[src/rtl/pipe_latch.sv]
// pipe_latch: generic valid/ready pipeline latch with a two-entry skid buffer
// Carries a control and a data bundle between two pipeline stages.
// Optional statistics counters are enabled by defining PIPE_LATCH_STATS_EN.
// Ports:
//   clk        rising-edge pipeline clock
//   reset      asynchronous active-low reset
//   flush      synchronous squash of all held entries
//   in_valid   upstream presents an entry
//   in_ready   latch can accept (registered)
//   in_ctrl    upstream control bundle
//   in_data    upstream data bundle
//   out_valid  downstream entry valid
//   out_ready  downstream consumes the entry
//   out_ctrl   control to next stage, zero (NOP) when out_valid=0
//   out_data   data to next stage, don't-care when out_valid=0
//   stall_cnt  saturating count of cycles out_valid=1 and out_ready=0 (stats only)
//   bubble_cnt saturating count of cycles out_valid=0 (stats only)
module pipe_latch #(
  parameter int DATA_W = 64,
  parameter int CTRL_W = 8
`ifdef PIPE_LATCH_STATS_EN
, parameter int STAT_W = 16
`endif
) (
  input  logic              clk,
  input  logic              reset,
  input  logic              flush,
  input  logic              in_valid,
  output logic              in_ready,
  input  logic [CTRL_W-1:0] in_ctrl,
  input  logic [DATA_W-1:0] in_data,
  output logic              out_valid,
  input  logic              out_ready,
  output logic [CTRL_W-1:0] out_ctrl,
  output logic [DATA_W-1:0] out_data
`ifdef PIPE_LATCH_STATS_EN
, output logic [STAT_W-1:0] stall_cnt,
  output logic [STAT_W-1:0] bubble_cnt
`endif
);
  typedef enum logic [1:0] {EMPTY, ONE, TWO} stateT;
  stateT state, stateNext;
  logic inReadyQ, mainValid, inXfer, outXfer;
  logic loadMain, loadSkid, moveSkid;
  logic [CTRL_W-1:0] mainCtrl, skidCtrl;
  logic [DATA_W-1:0] mainData, skidData;
  assign mainValid = state != EMPTY;
  assign inXfer = in_valid & inReadyQ;
  assign outXfer = mainValid & out_ready;
  assign in_ready = inReadyQ;
  assign out_valid = mainValid;
  // A bubble carries an all-zero control bundle so it never commits state.
  assign out_ctrl = mainValid ? mainCtrl : '0;
  assign out_data = mainData;
  always_comb begin
    loadMain = inXfer & !flush & (state == EMPTY | (state == ONE & outXfer));
    loadSkid = inXfer & !flush & state == ONE & !outXfer;
    moveSkid = outXfer & !flush & state == TWO;
    stateNext = flush ? EMPTY :
                state == EMPTY ? (inXfer ? ONE : EMPTY) :
                state == ONE ? (inXfer & !outXfer ? TWO : !inXfer & outXfer ? EMPTY : ONE) :
                (outXfer ? ONE : TWO);
  end
  always_ff @(posedge clk or negedge reset) begin
    if (!reset) begin
      state <= EMPTY;
      inReadyQ <= 1'b1;
      mainCtrl <= '0;
      mainData <= '0;
      skidCtrl <= '0;
      skidData <= '0;
    end else begin
      state <= stateNext;
      // Registered ready: deasserted exactly while both slots are full.
      inReadyQ <= stateNext != TWO;
      if (loadMain) begin
        mainCtrl <= in_ctrl;
        mainData <= in_data;
      end else if (moveSkid) begin
        mainCtrl <= skidCtrl;
        mainData <= skidData;
      end
      if (loadSkid) begin
        skidCtrl <= in_ctrl;
        skidData <= in_data;
      end else if (moveSkid) begin
        skidCtrl <= '0;
        skidData <= '0;
      end
    end
  end
`ifdef PIPE_LATCH_STATS_EN
  always_ff @(posedge clk or negedge reset) begin
    if (!reset) begin
      stall_cnt <= '0;
      bubble_cnt <= '0;
    end else begin
      if (mainValid & !out_ready & stall_cnt != '1) stall_cnt <= stall_cnt + 1'b1;
      if (!mainValid & bubble_cnt != '1) bubble_cnt <= bubble_cnt + 1'b1;
    end
  end
`endif
endmodule

[config.mk]
export PLATFORM = sky130hd
export DESIGN_NAME = pipe_latch
export DESIGN_NICKNAME = d
export VERILOG_FILES = /design/src/rtl/pipe_latch.sv
export SDC_FILE = /design/constraint.sdc
export NUM_CORES = 1
export LEC_CHECK = 0
export ABC_AREA = 0
export BUFFER_PORTS_ARGS = -buffer_cell sky130_fd_sc_hd__clkbuf_2
export CAP_MARGIN = 25
export CORE_MARGIN = 5
export CORE_UTILIZATION = 35
export DETAILED_ROUTE_END_ITERATION = 12
export GPL_TIMING_DRIVEN = 0
export HOLD_SLACK_MARGIN = 0.03
export PLACE_DENSITY = 0.54
export SLEW_MARGIN = 20
export SYNTH_ARGS = -nofsm -noshare
export SYNTH_HDL_FRONTEND = slang
export SYNTH_SLANG_ARGS = --single-unit
[constraint.sdc]
create_clock -name clk -period 4.4 [get_ports clk]
set_input_delay 0.22 -clock clk [delete_from_list [all_inputs] [get_ports clk]]
set_output_delay 0.22 -clock clk [all_outputs]
set_load 0.03 [all_outputs]
After elaboration in Yosys (flattened, before gate mapping)
Cells that the tools add are included.
Storage, ports and cells
  flip-flop bits (word level): 147
  output and inout bits: 74
  word-level logic and storage cells: 44
Cells by class
  equal/unequal tests: 3
  multiplexer cells: 16
  bitwise operators: 12
  reductions and logical operators: 7
Operators by type and width (count)
  two-way mux 64 bit: 4
  two-way mux 8 bit: 5
  AND 1 bit: 11
  two-way mux 2 bit: 5
  nonzero test 2 bit: 3
  zero test 1 bit: 3
  equality test 2 x 1 -> 1 bit (second input constant): 1
  equality test 2 bit (second input constant): 1
  zero test 2 bit: 1
  two-way mux 1 bit: 2
  inequality test 2 bit (second input constant): 1
  bitwise OR 1 bit: 1

Longest topological paths before layout
  depth in word-level cells: 9
  mapped depth: 6
  mapped depth without buffers: 3

Worst setup path before layout
No wires, ideal clock.
  path kind: flip-flop to flip-flop
  start: register inReadyQ, in the netlist in_ready
  end: register mainCtrl[0]
  data arrival time: 1.803 ns
  slack: 2.472 ns
  stages on the path, launching flop included: 6
  buffers on the path: 2
  cells stage by stage: dfstp_2 nand2_1 or4b_1 buf_6 buf_8 mux2_4
Between the ends
  cells in the longest elaborated chain, start to end: 4
  elaborated cells between the ends (all ways): 5
Ends and longest elaborated chain
  from (decl): RTL line 43  | logic inReadyQ, mainValid, inXfer, outXfer;
  from (signal assigned): RTL line 67  | inReadyQ <= 1'b1;
  from (signal assigned): RTL line 75  | inReadyQ <= stateNext != TWO;
  AND 1 bit (*): RTL line 48  | assign inXfer = in_valid & inReadyQ;
  AND 1 bit (*) (2 in series): RTL line 56  | loadMain = inXfer & !flush & (state == EMPTY | (state == ONE & outXfer));
  two-way mux 8 bit / nonzero test 2 bit (equally long branches)
  to (signal assigned): RTL line 77  | mainCtrl <= in_ctrl;
  to (signal assigned): RTL line 80  | mainCtrl <= skidCtrl;
  to (decl): RTL line 45  | logic [CTRL_W-1:0] mainCtrl, skidCtrl;
Mark *: on every way between the ends. The rest lies on a longest branch, timed or not.
A chain may end at the register's enable or synchronous reset.

Final worst setup path
  start: input port flush
  end: register skidCtrl[1]
Between the ends
  cells in the longest elaborated chain, start to end: 5
  elaborated cells between the ends (all ways): 8
Ends and longest elaborated chain
  from (decl): RTL line 27  | input logic flush,
  zero test 1 bit (*): RTL line 57, 58
  AND 1 bit (3 in series): RTL line 57  | loadSkid = inXfer & !flush & state == ONE & !outXfer;
  two-way mux 8 bit / nonzero test 2 bit (equally long branches)
  to (signal assigned): RTL line 84  | skidCtrl <= in_ctrl;
  to (decl): RTL line 45
Marked as above.

==> summary.md <==
| Metric | Value |
|---|---|
| Top FF cell, synth | `dfrtp_1` |
| Postcts setup bufs | `0` |
| CTS Buf Count | `17` |
| Final hold violation count | `0` |
| DRT Pass-1 Iters | `4` |
| P per Cell Area | `500 nW/um2` |
| Critical Path RT | `4.69 ns` |
| Row count | `52` |
| Largest net degree at the start of global routing | `79` |
| Kind of critical path | `in2reg` |
| Tmin final | `2.12 ns` |
| Number of synthesized flops with an enable pin | `0` |
| Final worst-path cycle share | `0.482` |
| Clock Latency Late Sink | `0.41 ns` |
| Critical-path cell list | `dlygate4sd3_1 > clkbuf_2 > and4bb_1 > buf_4 > buf_4 > clkbuf_1 > nor2b_1 > mux2_2` |
| CTS root buffer | `clkbuf_16` |
| Hold Crit Class | `in2reg` |
| Critical path arrival | `2.41 ns` |
| Port-buffer cells | `150` |
| Unrepaired setup endpoints after global routing | `no` |
| Core ar. | `20300 um2` |
| Commonest non-fill, non-tap cell in the layout | `clkbuf_2` |
| Cell area after synthesis | `7240 um2` |
| Status | `completed` |
| Max Freq | `472 MHz` |
| Max cap viols | `0` |
| #FFs+latches synth | `147` |
| Initial Utilization | `0.357` |
| Largest stage delay, worst path | `0.54 ns` |
| Max Fanout on Critical Path | `10` |
| Relative slew slack | `0.479` |
| I/O Pins | `151` |
| Area growth syn-to-layout | `23.8%` |
| Tot GR Track Use | `0.142` |
| Critical-path top delay cell | `dlygate4sd3_1` |
| CTS tree | `yes` |
| Wire length per cell | `17.3 um` |
| Clk pin slew, worst setup/hold paths | `0.06 ns` |
| Chip width | `154 um` |
| Most frequent CP cell | `buf_4` |
| Syn nets | `566` |
| Clk sinks | `147` |
| Post-CTS Resized | `0` |
| Post-route DRC | `0` |
| Gpl congestion | `0.730` |
| Global route overflow | `0` |
| Peak supply drop | `0.000233 V` |
| Vias per Instance | `4.65` |
| Pre-CTS WS | `2.31 ns` |
| Final instance area | `8970 um2` |
| Layout cells sized above 1 | `0.629` |
| Setup violators final | `0` |
| Area post-placement | `8370 um2` |
| Die H | `154 um` |
| Die ar. | `23700 um2` |
| Synth warn | `0` |
| CTS Hold Bufs | `2` |
| Initial antenna violation count | `0` |
| Max H-tree Level | `4` |
| Worst-Margin Slew | `0.778 ns` |
| LEAKAGE | `0.00442 uW` |
| Vias in the first global route | `5058` |
| Ant diodes | `0` |
| Post-Syn Area per Cell | `14.8 um2` |
| Final ANT Viol Nets | `0` |
| TNS Setup | `0 ns` |
| Number of DRC markers in iteration 0 | `138` |
| Drt total wl | `16400 um` |
| Worst setup EP type | `flip-flop` |
| Gate Count Post-Synth | `489` |
| Final Skew | `0.00807 ns` |
| Global-route wire length before repair | `27000 um` |
| WP buf/inv | `5` |
| NumNets Final | `738` |
| Critical Path Start Type | `input pin` |
| Most frequent cells in the layout | `149 x clkbuf_2, 146 x mux2_2, 146 x dfrtp_1, 80 x nor2b_1, 70 x mux2_4` |
| Count of different cell masters after synthesis | `23` |
| Ys async rst share | `1.00` |
| Final Max Tran Viols | `0` |
| Fin Hold WS | `0.0537 ns` |
| Worst setup margin | `2.28 ns` |
| Routed vias | `4386` |
| CP delay by family, top | `buffers and inverters` |
| Clock Path Buffers | `2` |
| Dpl hpwl | `11600 um` |
| Seq/Total Area, Yosys | `0.508` |
-- synthesized netlist by cell type, types with 2 or more instances --
cell        n  share of area
buf_2       8         0.0055
buf_4       2         0.0021
buf_6       8          0.012
mux2_4     70           0.15
inv_1       2         0.0010
nor2b_1    80          0.069
dfrtp_1   146           0.50
buf_8       7          0.015
mux2_2    146           0.23
clkbuf_1    7         0.0036
-- state kept, by name, indices dropped and copies added (netlist names) --
name / count
skidCtrl: 8
state: 2
in_ready: 1
skidData: 64
out_data: 64
mainCtrl: 8
-- worst paths after layout --
| kind | from | to | slack, ns | cells after the start |
|---|---|---|---|---|
| hold / removal | in_data[44] | skidData[44]$_DFFE_PN0P_ | 0.05 | 2 |
| hold reg to reg | skidData[33]$_DFFE_PN0P_ | out_data[33]$_DFFE_PN0P_ | 0.62 | 2 |
| min in group asynchronous | reset | out_data[14]$_DFFE_PN0P_ | 0.37 | 2 |
| max in group asynchronous | reset | in_ready$_DFF_PN1_ | 3.21 | 3 |
| setup / recovery | flush | skidCtrl[1]$_DFFE_PN0P_ | 2.28 | 8 |
| setup reg to reg | state[0]$_DFF_PN0_ | skidCtrl[1]$_DFFE_PN0P_ | 2.32 | 6 |
-- metal layers --
layer  wire [um]  GRT usage  part of all wire  vias to the layer above
met2        7860      0.227              0.48                      113
li1            -          -                 -                     2043
met1        7280      0.184              0.45                     2215
met3         980     0.0447             0.060                       15
met4         235     0.0425             0.014                        0
met5           0          0                 0                        -
-- area by class of cell --
cell class / count / area (um2)
fillers: 1916 / 11300
flip-flops and latches: 147 / 3680
multi-input cells: 308 / 3280
repair buffers: 153 / 807
clock buffers: 20 / 447
well taps: 270 / 338
plain buffers: 32 / 277
clock inverters: 11 / 130
inverters: 2 / 7.51
-- report_power, final --
part	switching (uW)	internal (uW)	total (uW)
clock network	572	850	1420
registers	157	1680	1840
logic	577	647	1220
-- through the flow --
step	utilization	total power [uW]	cells
after floorplan	-	2750	489
after global placement	0.411	3040	909
after detailed placement	0.412	3100	910
after CTS	0.442	4550	943
after global routing	0.442	4730	943
final	0.442	4490	943
-- worst reg2reg max path, delay by kind of cell, from the launching register on --
family	cells	cell delay, ns
buffers and inverters	3	0.89
flip-flops	1	0.42
AND/OR/NAND/NOR	2	0.37
multiplexers	1	0.28
-- logic make-up after synthesis --
logic type	count (synthesis)	share of synthesized area
mux	216	0.372
flops	147	0.508
simple gates	88	0.0772
buf+inv	34	0.0392
compound gates	4	0.00363
Note: power is estimated with default switching activity, not from simulation.
